## src/rtl/cnu_expand.sv

```systemverilog
// Check-node message expander.
// Takes one compressed check-node record (min1, min2, min1 index, total sign,
// per-edge signs) and serially emits deg offset-min-sum messages, one edge per
// beat, with a ready/valid handshake on both sides.
module cnu_expand #(
  parameter int unsigned data_w = 8,
  parameter int unsigned idx_w  = 8,
  parameter int unsigned deg    = 8,
  parameter int unsigned offset = 1
) (
  input  logic              clk,
  input  logic              rst,
  // Record input
  input  logic              in_valid,
  output logic              in_ready,
  input  logic [data_w-1:0] in_min1,
  input  logic [data_w-1:0] in_min2,
  input  logic [idx_w-1:0]  in_idx,
  input  logic              in_sign_total,
  input  logic [deg-1:0]    in_signs,
  // Per-edge message output
  output logic              out_valid,
  input  logic              out_ready,
  output logic [data_w-1:0] out_mag,
  output logic              out_sign,
  output logic [idx_w-1:0]  out_edge,
  output logic              out_last,
  output logic              idx_err
);

  localparam logic [0:0] StIdle = 1'b0;
  localparam logic [0:0] StEmit = 1'b1;

  localparam logic [idx_w-1:0] LastEdge  = idx_w'(deg - 1);
  localparam logic [idx_w-1:0] FirstEdge = '0;
  localparam logic [data_w:0]  OffExt    = (data_w + 1)'(offset);

  // Offset-min-sum magnitude for edge e; the subtraction is one bit wider so
  // an underflow shows up in the top bit and clamps to zero.
  function automatic logic [data_w-1:0] calc_mag(input logic [data_w-1:0] m1,
                                                 input logic [data_w-1:0] m2,
                                                 input logic [idx_w-1:0]  mi,
                                                 input logic [idx_w-1:0]  e);
    logic [data_w:0] diff;
    diff = {1'b0, ((e == mi) ? m2 : m1)} - OffExt;
    return diff[data_w] ? '0 : diff[data_w-1:0];
  endfunction

  // Extrinsic sign: total sign with this edge's own sign removed.
  function automatic logic calc_sign(input logic           st,
                                     input logic [deg-1:0] s,
                                     input logic [idx_w-1:0] e);
    logic [deg-1:0] sh;
    sh = s >> e;
    return st ^ sh[0];
  endfunction

  // Registered record and output state
  logic [0:0]        state_q, state_d;
  logic [data_w-1:0] min1_q, min1_d;
  logic [data_w-1:0] min2_q, min2_d;
  logic [idx_w-1:0]  idx_q, idx_d;
  logic              sign_total_q, sign_total_d;
  logic [deg-1:0]    signs_q, signs_d;
  logic [idx_w-1:0]  cnt_q, cnt_d;
  logic [data_w-1:0] mag_q, mag_d;
  logic              sign_q, sign_d;
  logic              last_q, last_d;
  logic              idx_err_q, idx_err_d;

  logic              accept;
  logic              advance;
  logic              bad_idx;
  logic [idx_w-1:0]  cnt_nxt;

  // Handshake decode; a new record may enter on the final beat's handshake.
  always_comb begin
    out_valid = (state_q == StEmit);
    advance   = out_valid && out_ready;
    in_ready  = (state_q == StIdle) || (advance && last_q);
    accept    = in_valid && in_ready;
    bad_idx   = (32'(in_idx) >= deg);
    cnt_nxt   = cnt_q + idx_w'(1);
  end

  // Next-state: load a record (edge 0 beat precomputed) or step to the next edge.
  always_comb begin
    state_d      = state_q;
    min1_d       = min1_q;
    min2_d       = min2_q;
    idx_d        = idx_q;
    sign_total_d = sign_total_q;
    signs_d      = signs_q;
    cnt_d        = cnt_q;
    mag_d        = mag_q;
    sign_d       = sign_q;
    last_d       = last_q;
    idx_err_d    = 1'b0;

    if (accept) begin
      state_d      = StEmit;
      min1_d       = in_min1;
      min2_d       = in_min2;
      idx_d        = in_idx;
      sign_total_d = in_sign_total;
      signs_d      = in_signs;
      cnt_d        = FirstEdge;
      mag_d        = calc_mag(in_min1, in_min2, in_idx, FirstEdge);
      sign_d       = calc_sign(in_sign_total, in_signs, FirstEdge);
      last_d       = (FirstEdge == LastEdge);
      idx_err_d    = bad_idx;
    end else if (advance) begin
      if (last_q) begin
        state_d = StIdle;
        last_d  = 1'b0;
      end else begin
        cnt_d  = cnt_nxt;
        mag_d  = calc_mag(min1_q, min2_q, idx_q, cnt_nxt);
        sign_d = calc_sign(sign_total_q, signs_q, cnt_nxt);
        last_d = (cnt_nxt == LastEdge);
      end
    end
  end

  // State registers with synchronous reset; reset discards any partial record.
  always_ff @(posedge clk) begin
    if (rst) begin
      state_q      <= StIdle;
      min1_q       <= '0;
      min2_q       <= '0;
      idx_q        <= '0;
      sign_total_q <= 1'b0;
      signs_q      <= '0;
      cnt_q        <= '0;
      mag_q        <= '0;
      sign_q       <= 1'b0;
      last_q       <= 1'b0;
      idx_err_q    <= 1'b0;
    end else begin
      state_q      <= state_d;
      min1_q       <= min1_d;
      min2_q       <= min2_d;
      idx_q        <= idx_d;
      sign_total_q <= sign_total_d;
      signs_q      <= signs_d;
      cnt_q        <= cnt_d;
      mag_q        <= mag_d;
      sign_q       <= sign_d;
      last_q       <= last_d;
      idx_err_q    <= idx_err_d;
    end
  end

  assign out_mag  = mag_q;
  assign out_sign = sign_q;
  assign out_edge = cnt_q;
  assign out_last = last_q;
  assign idx_err  = idx_err_q;

endmodule

```

## config.mk

```make
export PLATFORM = sky130hd
export DESIGN_NAME = cnu_expand
export DESIGN_NICKNAME = d
export VERILOG_FILES = /design/src/rtl/cnu_expand.sv
export SDC_FILE = /design/constraint.sdc
export NUM_CORES = 1
export LEC_CHECK = 0
export CAP_MARGIN = 25
export CORE_ASPECT_RATIO = 1.25
export CORE_MARGIN = 1.5
export CORE_UTILIZATION = 35
export DETAILED_ROUTE_END_ITERATION = 10
export MAX_ROUTING_LAYER = met4
export SETUP_SLACK_MARGIN = 0.15
export SLEW_MARGIN = 20
export SYNTH_ARGS = -nofsm -noshare
export SYNTH_HDL_FRONTEND = slang
export SYNTH_SLANG_ARGS = --single-unit
```

## constraint.sdc

```tcl
create_clock -name clk -period 5.8 [get_ports clk]
set_clock_uncertainty 0.15 [all_clocks]
set_input_delay 0.58 -clock clk [delete_from_list [all_inputs] [get_ports clk]]
set_output_delay 0.58 -clock clk [all_outputs]
set_load 0.03 [all_outputs]
```

==> run summary, run 1 <==
Status - complete, no violations
Top Ports - 58
DRC - 0
Worst path arrival time - 4.16 ns
Area Growth Syn to Fin - 23.8%
Hold Path Origin - signs_q[0]
Final worst setup slack - 1.67 ns
First-pass GRT wire length - 13,200 um
Initial Util - 0.359
Worst r2r path cells - 13
Total congestion overflow - 0
Longest Clk Path Bufs - 2
HPWL after DPL - 6050 um
Pin count of the biggest net entering global routing - 47
Tmin final - 4.13 ns
Final Cycle Share - 0.712
H-tree lvl count - 2
CTS resizes - 0
YS warnings - 0
GRT Resource Usage Total - 0.183
CTS root buf - clkbuf_8
Dominant cell type by area after synthesis - dfxtp_1
Critical path type - flip-flop to flip-flop
Post-CTS Hold Fix Bufs - 0
Crit path capture type - flip-flop
Placed cells - 558
Worst R2R End - out_mag[6]
Post-route ant nets - 0
Final sum of negative setup slack - 0 ns
DR pass1 iterations - 4
Post-Route WL - 8140 um
Max-Cap Viols - 0
Top cells by count, synth - 92 x nand2_1, 53 x dfxtp_1, 44 x a21oi_1, 35 x nor2_1, 17 x xnor2_1
Post-Syn Area - 0.00313 mm2
Top cells by area, synth - dfxtp_1 34%, nand2_1 11%, a21oi_1 7.0%
Post-Syn Instances - 400
Critical Path RT - 5.83 ns
Sink Count - 53
Hold Path End - signs_q[0]
Final hold viol count - 0
R2R Path Start - out_edge[0]
Pwr dens - 228 mW/mm2
Pre-CTS setup slack - 1.76 ns
Share of layout cells above drive strength 1 - 0.0605
Vias in the first global route - 2,791
Clock Latency Late Sink - 0.31 ns
Top_reg_cell synth - dfxtp_1
CTS buffer count - 5
Worst slew pin tran - 0.845 ns
HP Class - flip-flop to flip-flop
Count leader, synth - nand2_1
Count of cell types in the netlist - 57
Flop-to-flop setup slack - 1.67 ns
Die Y - 109 um
Setup Buffers After CTS - 0
Mean Syn Cell Area - 7.81 um2
Yosys reg bits - 53
Core region area - 0.00870 mm2
Vias after detailed routing - 2,903
Synth top area share - 0.339
CP startpoint kind - flip-flop
Post-Syn Nets - 441
Num rows - 38
Worst Path Max Fanout - 13
Post-synth EDFFs - 0
Initial DRC count - 89
Via-to-Cell Ratio - 5.13
IO buf count - 57
Sequential area share after synthesis - 0.339
Fin. max-slew vios - 0
Unrepaired setup endpoints after global routing - false
Wirelength per Cell - 14.4 um
Initial antenna violation count - 0
Final setup vio count - 0
Antenna cells - 0
Max frequency - 242 MHz
Post-Layout Cell Count - 566
CTS clk-pin slew, worst paths - 0.10 ns
DIE WIDTH - 87.5 um
DIE AREA - 0.00951 mm2
CTS tree - built
LEAKAGE - 0.00143 uW
RD Place Congestion - 0.881
Async set-or-reset flop fraction in the synthesized netlist - 0
Fin nets - 486
Hold-critical path depth - 2
Peak VDD IR - 0.0862 mV
Rel. slew slack - 0.437
[final cells by class]
class / count / area [um2]
Timing Repair Buffer: 60 / 593
Clock inverter: 1 / 30.0
Fill cell: 873 / 4830
Inverter: 7 / 26.3
Clock buffer: 7 / 86.3
Sequential cell: 53 / 1060
Tap cell: 120 / 150
Multi-Input combinational cell: 318 / 1920
[state kept, by name (all words and copies together) (netlist names), 8 cells and up]
| register | count |
|---|---|
| out_mag | 8 |
| min1_q | 8 |
| idx_q | 8 |
| out_edge | 8 |
| min2_q | 8 |
| signs_q | 8 |
[layer usage]
metal	wire, um	up-vias	GRT usage
li1	-	1465	-
met1	3460	1346	0.205
met2	4160	74	0.327
met3	318	18	0.0280
met4	208	0	0.0658
met5	0	-	-
[where the power goes]
part           switching, uW  total [uW]  internal [uW]
clock                    123         263            141
sequential              18.5         404            386
combinational            119         214           95.0
[worst max-delay path, stage by stage, from the launching register on]
cell and delay [ns]:
dfxtp_1 0.55, inv_1 0.11, ha_1 0.40, xor2_1 0.18
o211ai_1 0.16, nor4b_4 0.30, nand4b_4 0.30, mux2i_1 0.29
ha_1 0.34, nand2_1 0.16, o41ai_1 0.54, mux2i_4 0.18
a22oi_1 0.25, a211oi_2 0.09
[metrics by stage]
stage	area, um2	utilization	hold WS [ns]	power, uW
final	3870	0.445	0.310	882
after global routing	3870	0.445	0.336	923
after CTS	3870	0.445	0.312	889
after detailed placement	3750	0.431	0.298	627
after global placement	3750	0.431	0.299	626
after floorplan	3130	-	0.283	547
[cell families after synthesis]
| group | count (synthesis) | share of synthesized area |
|---|---|---|
| buffers and inverters | 29 | 0.0468 |
| adders and majority gates | 4 | 0.0160 |
| muxes | 17 | 0.0665 |
| DFF | 53 | 0.339 |
| AOI/OAI and AO/OA | 80 | 0.159 |
| xor gates and xnor gates | 32 | 0.0897 |
| and+or+nand+nor | 185 | 0.283 |
[how the worst max path moves through the flow]
stage / start / to / depth (start not counted)
after floorplan: out_edge[0] / out_mag[6] / 16
after CTS: out_edge[0] / out_mag[6] / 12
after detailed placement: out_edge[0] / out_mag[6] / 12
final: out_edge[0] / out_mag[6] / 13
after global placement: out_edge[0] / out_mag[6] / 13
after global routing: out_edge[0] / out_mag[6] / 13
[cell usage in the layout, fill, tap and decap left out, drive strengths merged, types with 2 or more instances in the layout]
master / Yosys / final
a211oi: 6 / 6
a21oi: 45 / 45
a311oi: 2 / 2
and3: 2 / 2
and4b: 2 / 2
buf: 10 / 3
clkbuf: 12 / 7
clkdlybuf4s50: 0 / 57
dfxtp: 53 / 53
ha: 4 / 4
inv: 7 / 7
mux2i: 15 / 15
mux4: 2 / 2
nand2: 92 / 92
nand2b: 3 / 3
nand3: 7 / 7
nand4: 3 / 3
nor2: 35 / 35
nor2b: 3 / 3
nor3: 17 / 17
nor4: 3 / 3
nor4b: 2 / 2
o211ai: 3 / 3
o21a: 3 / 3
o21ai: 11 / 11
or2: 2 / 2
or3: 4 / 4
or3b: 2 / 2
or4: 3 / 3
xnor2: 17 / 17
xor2: 15 / 15
(Power assumes the default switching activity.)
==> run 2, diff against run 1 <==
==> constraint.sdc (replaced) <==
create_clock -name clk -period 3.4 [get_ports clk]
set_clock_uncertainty 0.15 [all_clocks]
set_input_delay 0.34 -clock clk [delete_from_list [all_inputs] [get_ports clk]]
set_output_delay 0.34 -clock clk [all_outputs]
set_load 0.03 [all_outputs]
==> run 2 against run 1 <==
Worst setup slack lost 1.4 ns. Cell count grew 3.0%. Die area unchanged. Sequential power rose by 71%. Wire length increased by 4.0%. Count of clock-buffer cells in the layout unchanged. Clock power is 63% higher. Hold slack better by 0.012 ns. Cell area increased by 5.7%. Critical endpoint is now out_mag[3]. Largest cell class unchanged. Highest routed layer unchanged.
==> run summary, run 2 (synthesis gave the netlist of run 1 again) <==
Wire length on met3 - 322 um (+1.3%)
Longest Clk Path Bufs - 2 (unchanged)
Crit path capture type - flip-flop
Status - complete, no violations
CTS clk-pin slew, worst paths - 0.10 ns (about the same)
Flop-to-flop setup slack - 0.28 ns (-1.40 ns)
Combinational group share of total power - 0.262 (+0.019)
DRT met1 WL - 3750 um (+8.3%)
Num rows - 38 (unchanged)
Slowest Stage Delay on Critical Path - 0.42 ns (-0.13 ns)
Leading cell type in the layout, fill and taps excluded - nand2_1
Metal2 WL - 4290 um (+3.1%)
Top sig layer - met4
LEAKAGE - 0.00151 uW (+5.9%)
Sw power - 469 uW (+80%)
Fin util - 0.470 (+0.0252)
GRT Resource Usage Total - 0.188 (+0.00470)
Max frequency - 320 MHz (+32%)
Share of layout cells above drive strength 1 - 0.130 (+0.0691)
Vias after detailed routing - 2,923 (+0.69%)
Post-route ant nets - 0 (unchanged)
R2R Path Start - out_edge[0]
Die Y - 109 um (unchanged)
Worst r2r path cells - 14 (+1)
H-tree lvl count - 2 (unchanged)
Worst path slowest cell - dfxtp_4
Sink Count - 53 (unchanged)
First-pass GRT wire length - 13,600 um (+3.0%)
DR pass1 iterations - 4 (unchanged)
RD Place Congestion - 0.888 (+0.79%)
CP delay by family, top - compound AO/OA/AOI/OAI gates
Flop pwr share - 0.455 (-0.003)
Sw frac - 0.309 (+0.0135)
Via-to-Cell Ratio - 5.01 (-2.2%)
Critical path buffers and inverters - 2 (+1)
CTS root buf - clkbuf_8
Worst Path Max Fanout - 7 (-6)
DRC - 0 (unchanged)
Vias in the first global route - 2,804 (+0.47%)
Wirelength per Cell - 14.5 um (+0.98%)
Post-Route WL - 8470 um (+4.0%)
Clock Power Share - 0.283 (-0.016)
Max-Cap Viols - 0 (unchanged)
Post-DP Area - 0.00389 mm2 (+3.6%)
Final Cycle Share - 0.919 (+0.207)
Critical path type - flip-flop to flip-flop
CP Depth - 14 (+1)
Tmin final - 3.12 ns (-1.00 ns)
Rel. slew slack - 0.606 (+0.170)
Multi-input gate area - 0.00200 mm2 (+4.2%)
Area Growth Syn to Fin - 30.8%
Internal power - 1050 uW (+69%)
Register Area - 0.00107 mm2 (+0.83%)
Cell chain of the critical path - inv_4 > ha_4 > xor2_1 > o211ai_1 > nor4b_4 > nand4b_4 > mux2i_2 > ha_2 > nand2_4 > o41ai_4 > mux2i_4 > buf_4 > a21oi_1 > nor3_1
Total congestion overflow - 0 (unchanged)
Peak VDD IR - 0.174 mV (+100%)
Worst slew pin tran - 0.591 ns (-0.255 ns)
HP Class - flip-flop to flip-flop
Initial DRC count - 97 (+9.0%)
Fin. max-slew vios - 0 (unchanged)
DIE AREA - 0.00951 mm2 (unchanged)
CTS buffer count - 5 (unchanged)
Top Ports - 58 (unchanged)
Worst setup endpoint - out_mag[3]
Pin count of the biggest net entering global routing - 46 (-2.1%)
Initial antenna violation count - 0 (unchanged)
Initial Util - 0.359 (unchanged)
CP startpoint kind - flip-flop
Antenna cells - 0 (unchanged)
Worst R2R End - out_mag[3]
Fin nets - 503 (+3.5%)
Worst path arrival time - 3.16 ns (-1.00 ns)
IO buf count - 57 (unchanged)
DIE WIDTH - 87.5 um (unchanged)
HPWL after DPL - 6370 um (+5.4%)
CTS tree - built
Hold-critical path depth - 2 (unchanged)
Crit path launch - out_edge[0]
Post-CTS Hold Fix Bufs - 0 (unchanged)
Most frequent cells in the layout - 90 x nand2_1, 57 x clkdlybuf4s50_1, 50 x dfxtp_1, 43 x a21oi_1, 35 x nor2_1
Final hold viol count - 0 (unchanged)
Pwr dens - 372 mW/mm2 (+63%)
Design Area, Final - 0.00409 mm2 (+5.7%)
Critical Path RT - 3.43 ns (-2.40 ns)
Fill count - 907 (+3.9%)
Clock Latency Late Sink - 0.31 ns (about the same)
Unrepaired setup endpoints after global routing - true
Final setup vio count - 0 (unchanged)
Core region area - 0.00870 mm2 (unchanged)
[run 2: cell types whose count changed in the layout (fill, tap and decap cells not counted), sizes merged]
| cell | before | now |
|---|---|---|
| buf | 3 | 20 |
| bufinv | 1 | 0 |
| clkinvlp | 0 | 1 |
[run 2: cell type report]
type	instances	area share
tap	120	0.0367
clock buffer	7	0.0263
multi-input combinational	318	0.490
sequential	53	0.262
clock inverter	1	0.00184
timing repair buffer	77	0.176
inverter	7	0.00704
[run 2: how the worst min path moves through the flow]
stage                          start          to  slack [ns]
final                     signs_q[6]  signs_q[6]        0.32
after global routing      signs_q[5]  signs_q[5]        0.35
after CTS                 signs_q[5]  signs_q[5]        0.32
after detailed placement  signs_q[5]  signs_q[5]        0.30
after global placement    signs_q[0]  signs_q[0]        0.30
after floorplan           signs_q[1]  signs_q[1]        0.28
[run 2: through the flow]
step,worst slack [ns],hold slack (ns),instances,TNS (ns),power [uW]
after floorplan,-0.0131,0.283,400,-0.0131,948
after global placement,0.178,0.298,568,0,1090
after detailed placement,0.102,0.303,568,0,1090
after CTS,0.195,0.324,576,0,1520
after global routing,0.0945,0.346,583,0,1600
final,0.276,0.322,583,0,1520
[run 2: worst min-delay path, cell delays in order, from the launching register on]
cell,delay (ns)
dfxtp_1,0.33
nand2_1,0.05
a21oi_1,0.05
[run 2: what timing repair did]
item                                    in CTS  in global routing
endpoints found under the setup margin       5                  8
setup buffers                                0                  7
pin swaps                                    1                  5
gates resized for setup                      0                  7
[run 2: layer usage]
layer / up-vias / track usage
li1: 1506 / -
met1: 1354 / 0.221
met2: 52 / 0.334
met3: 11 / 0.0280
met4: 0 / 0.0476
met5: - / -
[run 2: power groups by stage]
stage	Combinational [uW]	Clock [uW]	Sequential, uW
finish	399	429	692
global placement	384	0	705
detailed placement	387	0	706
floorplan	223	0	725
CTS	387	440	692
global route	438	464	696
